==> config.mk <==
export PLATFORM = sky130hd
export DESIGN_NAME = host_handshake_ctrl
export DESIGN_NICKNAME = d
export VERILOG_FILES = /design/src/rtl/mcse_hs_pkg.sv /design/src/rtl/hs_timeout_cnt.sv /design/src/rtl/host_handshake_ctrl.sv
export SDC_FILE = /design/constraint.sdc
export NUM_CORES = 1
export LEC_CHECK = 0
export CAP_MARGIN = 30
export CORE_MARGIN = 2
export CORE_UTILIZATION = 30
export DETAILED_ROUTE_END_ITERATION = 8
export PLACE_DENSITY = 0.83
export SYNTH_ARGS = -nofsm -noshare
export SYNTH_HDL_FRONTEND = slang
export SYNTH_HIERARCHICAL = 1
export SYNTH_SLANG_ARGS = --single-unit
==> constraint.sdc <==
create_clock -name clk -period 2.3 [get_ports clk]
set_input_delay 0.23 -clock clk [delete_from_list [all_inputs] [get_ports clk]]
set_output_delay 0.23 -clock clk [all_outputs]
set_load 0.02 [all_outputs]
==> src/rtl/mcse_hs_pkg.sv <==
// Shared types and GPIO bit map for the host handshake controller.
package mcse_hs_pkg;

  typedef enum logic [1:0] {
    CmdHostReset = 2'd0,
    CmdBusWakeup = 2'd1,
    CmdOpRelease = 2'd2,
    CmdReserved  = 2'd3
  } hs_cmd_e;

  typedef enum logic [2:0] {
    StIdle,
    StWaitRtz,
    StReq,
    StRelease,
    StDone,
    StErr
  } hs_state_e;

  localparam int unsigned ReqResetBit = 0;
  localparam int unsigned ReqWakeBit  = 6;
  localparam int unsigned ReqRelBit   = 4;
  localparam int unsigned AckResetBit = 1;
  localparam int unsigned AckWakeBit  = 7;
  localparam int unsigned AckRelBit   = 5;

  // acks packed as {release, wakeup, reset}; the reserved type never has an ack.
  function automatic logic ack_of(hs_cmd_e cmd, logic [2:0] acks);
    logic ack;
    ack = 1'b0;
    case (cmd)
      CmdHostReset: ack = acks[0];
      CmdBusWakeup: ack = acks[1];
      CmdOpRelease: ack = acks[2];
      default:      ack = 1'b0;
    endcase
    return ack;
  endfunction

endpackage

==> src/rtl/hs_timeout_cnt.sv <==
// Saturating wait counter for the host acknowledge timeout; expired at TIMEOUT_CYCLES-1.
module hs_timeout_cnt
  import mcse_hs_pkg::*;
#(
  parameter int unsigned TIMEOUT_CYCLES = 1024
) (
  input  logic clk,
  input  logic rst,
  input  logic clear,
  input  logic en,
  output logic expired
);

  localparam int unsigned CntW = (TIMEOUT_CYCLES > 1) ? $clog2(TIMEOUT_CYCLES) : 1;
  localparam logic [CntW-1:0] Limit = CntW'(TIMEOUT_CYCLES - 1);

  logic [CntW-1:0] cnt_q, cnt_d;

  assign expired = (cnt_q == Limit);

  always_comb begin
    cnt_d = cnt_q;
    if (clear) begin
      cnt_d = '0;
    end else if (en && !expired) begin
      cnt_d = cnt_q + CntW'(1);
    end
  end

  always_ff @(posedge clk) begin
    if (rst) begin
      cnt_q <= '0;
    end else begin
      cnt_q <= cnt_d;
    end
  end

endmodule

==> src/rtl/host_handshake_ctrl.sv <==
// Drives host reset / bus wakeup / operation release request-ack handshakes over GPIO.
// Define HOST_HS_TIMEOUT_EN to abort waits for an acknowledge after TIMEOUT_CYCLES.
module host_handshake_ctrl
  import mcse_hs_pkg::*;
#(
  parameter int unsigned GPIO_N         = 32,
  parameter int unsigned TIMEOUT_CYCLES = 1024
) (
  input  logic              clk,
  input  logic              rst,
  input  logic              cmd_valid,
  input  logic [1:0]        cmd_type,
  output logic              cmd_ready,
  input  logic [GPIO_N-1:0] gpio_in,
  output logic [GPIO_N-1:0] gpio_out,
  output logic              done,
  output logic              err_timeout,
  output logic              busy
);

  hs_state_e state_q, state_d;
  hs_cmd_e   type_q, type_d;
  hs_cmd_e   cmd_in;
  logic      req_rst_q, req_rst_d;
  logic      req_wake_q, req_wake_d;
  logic      req_rel_q, req_rel_d;
  logic [2:0] acks;
  logic      ack_cur, ack_new, accept, timed_out;
  logic      unused_gpio_in;

  assign cmd_in  = hs_cmd_e'(cmd_type);
  assign accept  = cmd_valid && (state_q == StIdle);
  assign acks    = {gpio_in[AckRelBit], gpio_in[AckWakeBit], gpio_in[AckResetBit]};
  assign ack_cur = ack_of(type_q, acks);
  assign ack_new = ack_of(cmd_in, acks);
  assign unused_gpio_in = ^gpio_in;

`ifdef HOST_HS_TIMEOUT_EN
  logic cnt_clear, cnt_en;

  assign cnt_en    = (state_q == StWaitRtz) || (state_q == StReq);
  assign cnt_clear = ((state_d == StWaitRtz) || (state_d == StReq)) && (state_d != state_q);

  hs_timeout_cnt #(
    .TIMEOUT_CYCLES(TIMEOUT_CYCLES)
  ) u_timeout_cnt (
    .clk    (clk),
    .rst    (rst),
    .clear  (cnt_clear),
    .en     (cnt_en),
    .expired(timed_out)
  );
`else
  assign timed_out = 1'b0;
`endif

  always_comb begin
    state_d = state_q;
    type_d  = type_q;
    unique case (state_q)
      StIdle: begin
        if (cmd_valid) begin
          type_d = cmd_in;
          case (cmd_in)
            CmdReserved:  state_d = StErr;
            CmdOpRelease: state_d = StReq;
            // A stale ack must return to zero before a new request goes out.
            default:      state_d = ack_new ? StWaitRtz : StReq;
          endcase
        end
      end
      StWaitRtz: begin
        if (!ack_cur) begin
          state_d = StReq;
        end else if (timed_out) begin
          state_d = StErr;
        end
      end
      StReq: begin
        // Ack has priority over a simultaneous timeout.
        if (ack_cur) begin
          state_d = StRelease;
        end else if (timed_out) begin
          state_d = StErr;
        end
      end
      StRelease: state_d = StDone;
      StDone:    state_d = StIdle;
      StErr:     state_d = StIdle;
      default:   state_d = StIdle;
    endcase
  end

  // Reset/wakeup requests exist only while in REQ; release is sticky until a host reset.
  always_comb begin
    req_rst_d  = (state_d == StReq) && (type_d == CmdHostReset);
    req_wake_d = (state_d == StReq) && (type_d == CmdBusWakeup);
    req_rel_d  = req_rel_q;
    if (accept && (cmd_in == CmdHostReset)) begin
      req_rel_d = 1'b0;
    end
    if ((state_d == StReq) && (type_d == CmdOpRelease)) begin
      req_rel_d = 1'b1;
    end
  end

  always_ff @(posedge clk) begin
    if (rst) begin
      state_q    <= StIdle;
      type_q     <= CmdHostReset;
      req_rst_q  <= 1'b0;
      req_wake_q <= 1'b0;
      req_rel_q  <= 1'b0;
    end else begin
      state_q    <= state_d;
      type_q     <= type_d;
      req_rst_q  <= req_rst_d;
      req_wake_q <= req_wake_d;
      req_rel_q  <= req_rel_d;
    end
  end

  always_comb begin
    gpio_out              = '0;
    gpio_out[ReqResetBit] = req_rst_q;
    gpio_out[ReqWakeBit]  = req_wake_q;
    gpio_out[ReqRelBit]   = req_rel_q;
  end

  assign cmd_ready   = (state_q == StIdle);
  assign busy        = (state_q != StIdle);
  assign done        = (state_q == StDone);
  assign err_timeout = (state_q == StErr);

endmodule

* Word level (Yosys, flattened, before mapping)
Index checks and enable logic that the tools add are counted.
W data, S select, Z words.
** Cells by class
- Equal/unequal tests :: 13
- Multiplexer cells :: 12
- Reduce and logical (&&, ||, !) cells :: 11
** Operators with widths (count)
- $pmux W3 S4 :: 1
- $eq A3 B2 Y1 const B :: 3
- $mux W3 :: 3
- $eq A2 B2 Y1 const B :: 4
- $eq A2 B1 Y1 const B :: 3
- $eq A3 B3 Y1 const B :: 2
- $logic_not A2 Y1 :: 3
- $mux W2 :: 3
- $pmux W1 S3 :: 2
- $pmux W3 S2 :: 1
- $logic_and A1 B1 Y1 :: 5
- $eq A3 B1 Y1 const B :: 1
- $logic_not A3 Y1 :: 1
- $reduce_bool A3 Y1 :: 1
- $mux W1 :: 2
- $reduce_bool A2 Y1 :: 1
** Word-level totals
- Flip-flop bits (word level) :: 8
- Input port bits :: 37
- Output and inout port bits :: 36

* Depth between registers and ports, before layout
Gate-level depths: netlist (run 1).
- Depth after elaboration :: 9
- Mapped depth :: 5
- Mapped depth without buffers :: 5

* Worst setup path after synthesis (run 1)
No wires, ideal clock.
- Kind :: flip-flop to flip-flop
- Start :: register state_q[1]
- End :: register req_rel_q
- Library setup time :: 0.070 ns
- Arrival time :: 1.324 ns
- Required time :: 2.230 ns
- Setup slack :: 0.906 ns
- Stages on the path, launching flop included :: 6
- Path buffers :: 0
- Period minus slack after synthesis :: 1.394 ns
- Path through :: dfxtp_1 -> nor3_2 -> and2_1 -> nand3b_1 -> a21oi_1 -> o2bb2ai_1
** Between the ends
- Longest elaborated chain between the ends :: 5
** Ends and longest elaborated chain
- start: declaration :: RTL line host_handshake_ctrl.sv:21 : hs_state_e state_q, state_d;
- start signal: assignment :: RTL line host_handshake_ctrl.sv:109 : state_q <= StIdle;
- start signal: assignment :: RTL line host_handshake_ctrl.sv:115 : state_q <= state_d;
- $logic_not A3 Y1 *
- via cmd_ready :: RTL line host_handshake_ctrl.sv:13 : output logic cmd_ready,
- $pmux W3 S4 or $mux W2 (tied branches) :: RTL line host_handshake_ctrl.sv:60 : unique case (state_q)
- $eq A3 B2 Y1 or $eq A2 B2 Y1 (tied branches) :: RTL line host_handshake_ctrl.sv:102 : if ((state_d == StReq) && (type_d == CmdOpRelease)) begin
- $logic_and A1 B1 Y1 :: RTL line host_handshake_ctrl.sv:102
- $mux W1 or $reduce_bool A2 Y1 (tied branches)
- end signal: assignment :: RTL line host_handshake_ctrl.sv:119 : req_rel_q <= req_rel_d;
- end: declaration :: RTL line host_handshake_ctrl.sv:26 : logic req_rel_q, req_rel_d;
The timed path passes the listed nets; every way through them passes the cells marked *.
A chain may end at the register's enable or synchronous reset.

* Final worst setup path (run 1)
- Start :: register state_q[0]
- End :: output err_timeout
** Between the ends
- Longest elaborated chain between the ends :: 1
** Ends and longest elaborated chain
- $eq A3 B3 Y1 :: RTL line host_handshake_ctrl.sv:133 : assign err_timeout = (state_q == StErr);
- end: declaration :: RTL line host_handshake_ctrl.sv:17 : output logic err_timeout,
Every way passes these cells.

==> summary.md, run 1 <==
| Metric | Value |
|---|---|
| DR iter-0 viols | `7` |
| CORE AREA | `roughly 0.0022 mm2` |
| GR peak layer | `met2` |
| Power density over the cells | `slightly above 600 mW/mm2` |
| Top post-synthesis cells by area | `buf_4, dfxtp_1, a21oi_1` |
| Post-Syn Instances | `roughly 90` |
| Std-Cell Rows | `17` |
| Initial antenna violation count | `0` |
| Placed cell count | `126` |
| CTS buffer count | `3` |
| Final ANT Viol Nets | `0` |
| Vert. Die Dim | `~52 um` |
| Via count | `approximately 540` |
| Ys async rst share | `0%` |
| Register bit total from synthesis | `8` |
| Largest net degree at the start of global routing | `8` |
| Min-Delay Path Class | `reg2reg` |
| CP Max Fanout | `6` |
| Area after DPL | `approximately 740 um2` |
| TritonCTS clock tree | `done` |
| Post-CTS sizing | `0` |
| Htree depth | `1` |
| Crit end category | `output pin` |
| Synthesized cell area | `about 700 um2` |
| P_leak | `between 0.3 and 0.4 nW` |
| Peak supply drop | `~0.27 mV` |
| Count leader, synth | `buf_4` |
| Hold slack | `approximately 460 ps` |
| Crit Path Class | `reg2out` |
| Final WS setup | `roughly 340 ps` |
| Prevailing post-synth register cell | `dfxtp_1` |
| Final Util | `approximately 34%` |
| Met2 global-route usage | `around 16%` |
| Final critical-path share of the clock period | `85.4%` |
| Initial Utilization | `31.6%` |
| R2R setup slack | `approximately 860 ps` |
| Syn Area/Cell | `~8 um2` |
| Io pins | `73` |
| Sequential share of the synthesized area | `between 20 and 25%` |
| # diodes | `0` |
| Die extent in x | `approximately 52 um` |
| Share of cells above drive strength 1 | `7.92%` |
| Setup TNS | `0 ps` |
| Total GRT Usage | `roughly a tenth` |
| CTS root buffer | `clkbuf_4` |
| CP max stage delay | `~610 ps` |
| Post-synth EDFFs | `0` |
| Post-route insts no fill | `between 100 and 150` |
| Max Slew Vio Count | `0` |
| Warnings, synthesis | `6` |
| Worst path cell trace | `nor2b_1 > and2_1 > clkdlybuf4s50_1` |
| Vias in the first global route | `approximately 450` |
| Drt wl/cell | `~10 um` |
| Post-DP HPWL | `approximately 990 um` |
| Global route total overflow | `0` |
| Critical Path Stages | `3` |
| Buffers added on ports | `14` |
| Met1 Usage GRT | `11.7%` |
| Status | `finished, final reports clean` |
| Most area-hungry cell type in the Yosys netlist | `buf_4` |
| Worst clock skew | `~6.2 ps` |
| Highest-delay cell along the critical path | `clkdlybuf4s50_1` |
| CP bufs+invs | `1` |
| Via density | `between 4 and 5` |
| Max Freq | `about 510 MHz` |
| Max_cap viols | `0` |
| Final WL | `between 1 and 1.5 mm` |
| Finish-stage setup viols | `0` |
| Area Growth Syn to Fin | `8.96%` |
| CP top delay family | `buffers and inverters` |
| Tot Pwr | `roughly 460 uW` |
| RSZ-0062 raised after global routing | `no` |
| Grt met3 use | `roughly 3.7%` |
| Critical Path RT | `a little over 2000 ps` |
| Most frequent cells after synthesis | `buf_4, dfxtp_1, nand2_1` |
| Post-CTS Setup Bufs | `0` |
| Nets | `140` |
| Worst EP arrival | `1730 ps` |
| Post-synth top area share | `between 30% and 40%` |
| Clk pin slew, worst setup/hold paths | `about 60 ps` |
| DRT Pass-1 Iters | `4` |
| Clock buffer depth | `2` |
| Hold path depth | `2` |
| Reg2Reg Depth | `5` |
| Min cycle time layout | `between 1500 and 2000 ps` |
| Hold buffer count at cts | `0` |
| Finished Cell Area | `761 um2` |
| Post-synth cell types | `25` |
| Worst-skew pair later-pin latency | `250 ps` |
| CTS Sinks | `8` |
| DR DRC count | `0` |
| First-pass GRT wire length | `between 1.5 and 2 mm` |
| Startpoint class of the critical path | `flop` |
| Endpoints failing hold | `0` |
| Die ar. | `about 0.0027 mm2` |
| GP Congestion | `approximately 0.81` |
| Pre-CTS WS | `about 490 ps` |
final timing paths:
path,from,endpoint
worst max-delay path,state_q[0]$_SDFF_PP0_,err_timeout
worst min-delay path,req_rel_q$_SDFFE_PP0P_,req_rel_q$_SDFFE_PP0P_
worst max register to register,type_q[1]$_SDFF_PP0_,req_rst_q$_SDFF_PP0_
worst min register to register,req_rel_q$_SDFFE_PP0P_,req_rel_q$_SDFFE_PP0P_
layout make-up:
cell class | count | area, um2
fillers | 248 | 1450
multi-input cells | 74 | 395
flip-flops and latches | 8 | 160
repair buffers | 14 | 140
well taps | 28 | 35.0
clock buffers | 3 | 22.5
inverters | 2 | 7.51
cell families after synthesis:
logic type             share of synthesized area [%]
AO/OA/AOI/OAI                                   15.8
buffers and inverters                           35.5
flip-flops                                      22.9
multiplexers                                    1.43
other                                          0.537
AND/OR/NAND/NOR                                 23.8
worst register-to-register path: cells and delay by family (launching register included):
kind | cells | cell delay, ps
AO/OA/AOI/OAI | 4 | 720
flip-flops | 1 | 440
multiplexers | 1 | 220
placed cells by master, fill, tap and decap left out, types with 2 or more instances in the layout:
cell type        Yosys  routed
conb_1               1      29
clkdlybuf4s50_1      0      14
dfxtp_1              8       8
nand2_1              7       7
a21oi_1              6       6
and2_1               4       4
nor3_1               4       4
nor2_1               3       3
nand3b_1             3       3
o21a_1               3       3
clkbuf_4             0       3
inv_1                2       2
nor2b_1              2       2
per-layer routing:
metal  vias up  share of wire (%)
met4         0                  0
met2        28                 50
met5         -                  0
met1       251                 40
li1        260                  -
met3         0                9.5
registers in the layout (all words and copies together) (netlist names):
name and count:
state_q 3, type_q 2, req_rel_q 1, req_rst_q 1, req_wake_q 1
report_power, final:
part	switching [mW]	leakage [nW]	internal (mW)	total (mW)
clock network	0.0482	0.0138	0.0597	0.108
registers	0.0154	0.0654	0.152	0.167
logic	0.117	0.254	0.0711	0.188
total	0.180	0.334	0.282	0.463
Power figures use the tool's default switching activity.
==> run 2, diff against run 1 <==
--- a/config.mk
+++ b/config.mk
@@ -8,6 +8,7 @@
 export CAP_MARGIN = 30
 export CORE_MARGIN = 2
 export CORE_UTILIZATION = 30
+export CTS_CLUSTER_DIAMETER = 40
 export DETAILED_ROUTE_END_ITERATION = 8
 export PLACE_DENSITY = 0.83
 export SYNTH_ARGS = -nofsm -noshare
==> results of run 2 <==
The final DEF is identical to that of run 1; final timing and power are the same.
==> run 3, diff against run 2 <==
--- a/config.mk
+++ b/config.mk
@@ -10,6 +10,7 @@
 export CORE_UTILIZATION = 30
 export CTS_CLUSTER_DIAMETER = 40
 export DETAILED_ROUTE_END_ITERATION = 8
+export MAX_ROUTING_LAYER = met4
 export PLACE_DENSITY = 0.83
 export SYNTH_ARGS = -nofsm -noshare
 export SYNTH_HDL_FRONTEND = slang
==> results of run 3 <==
The final DEF is identical to that of run 1; final timing and power are the same.
Main changes from that run: final weighted congestion in routability-driven placement 0.808 -> 0.820; overall routing resource usage 10.1% -> 10.4%
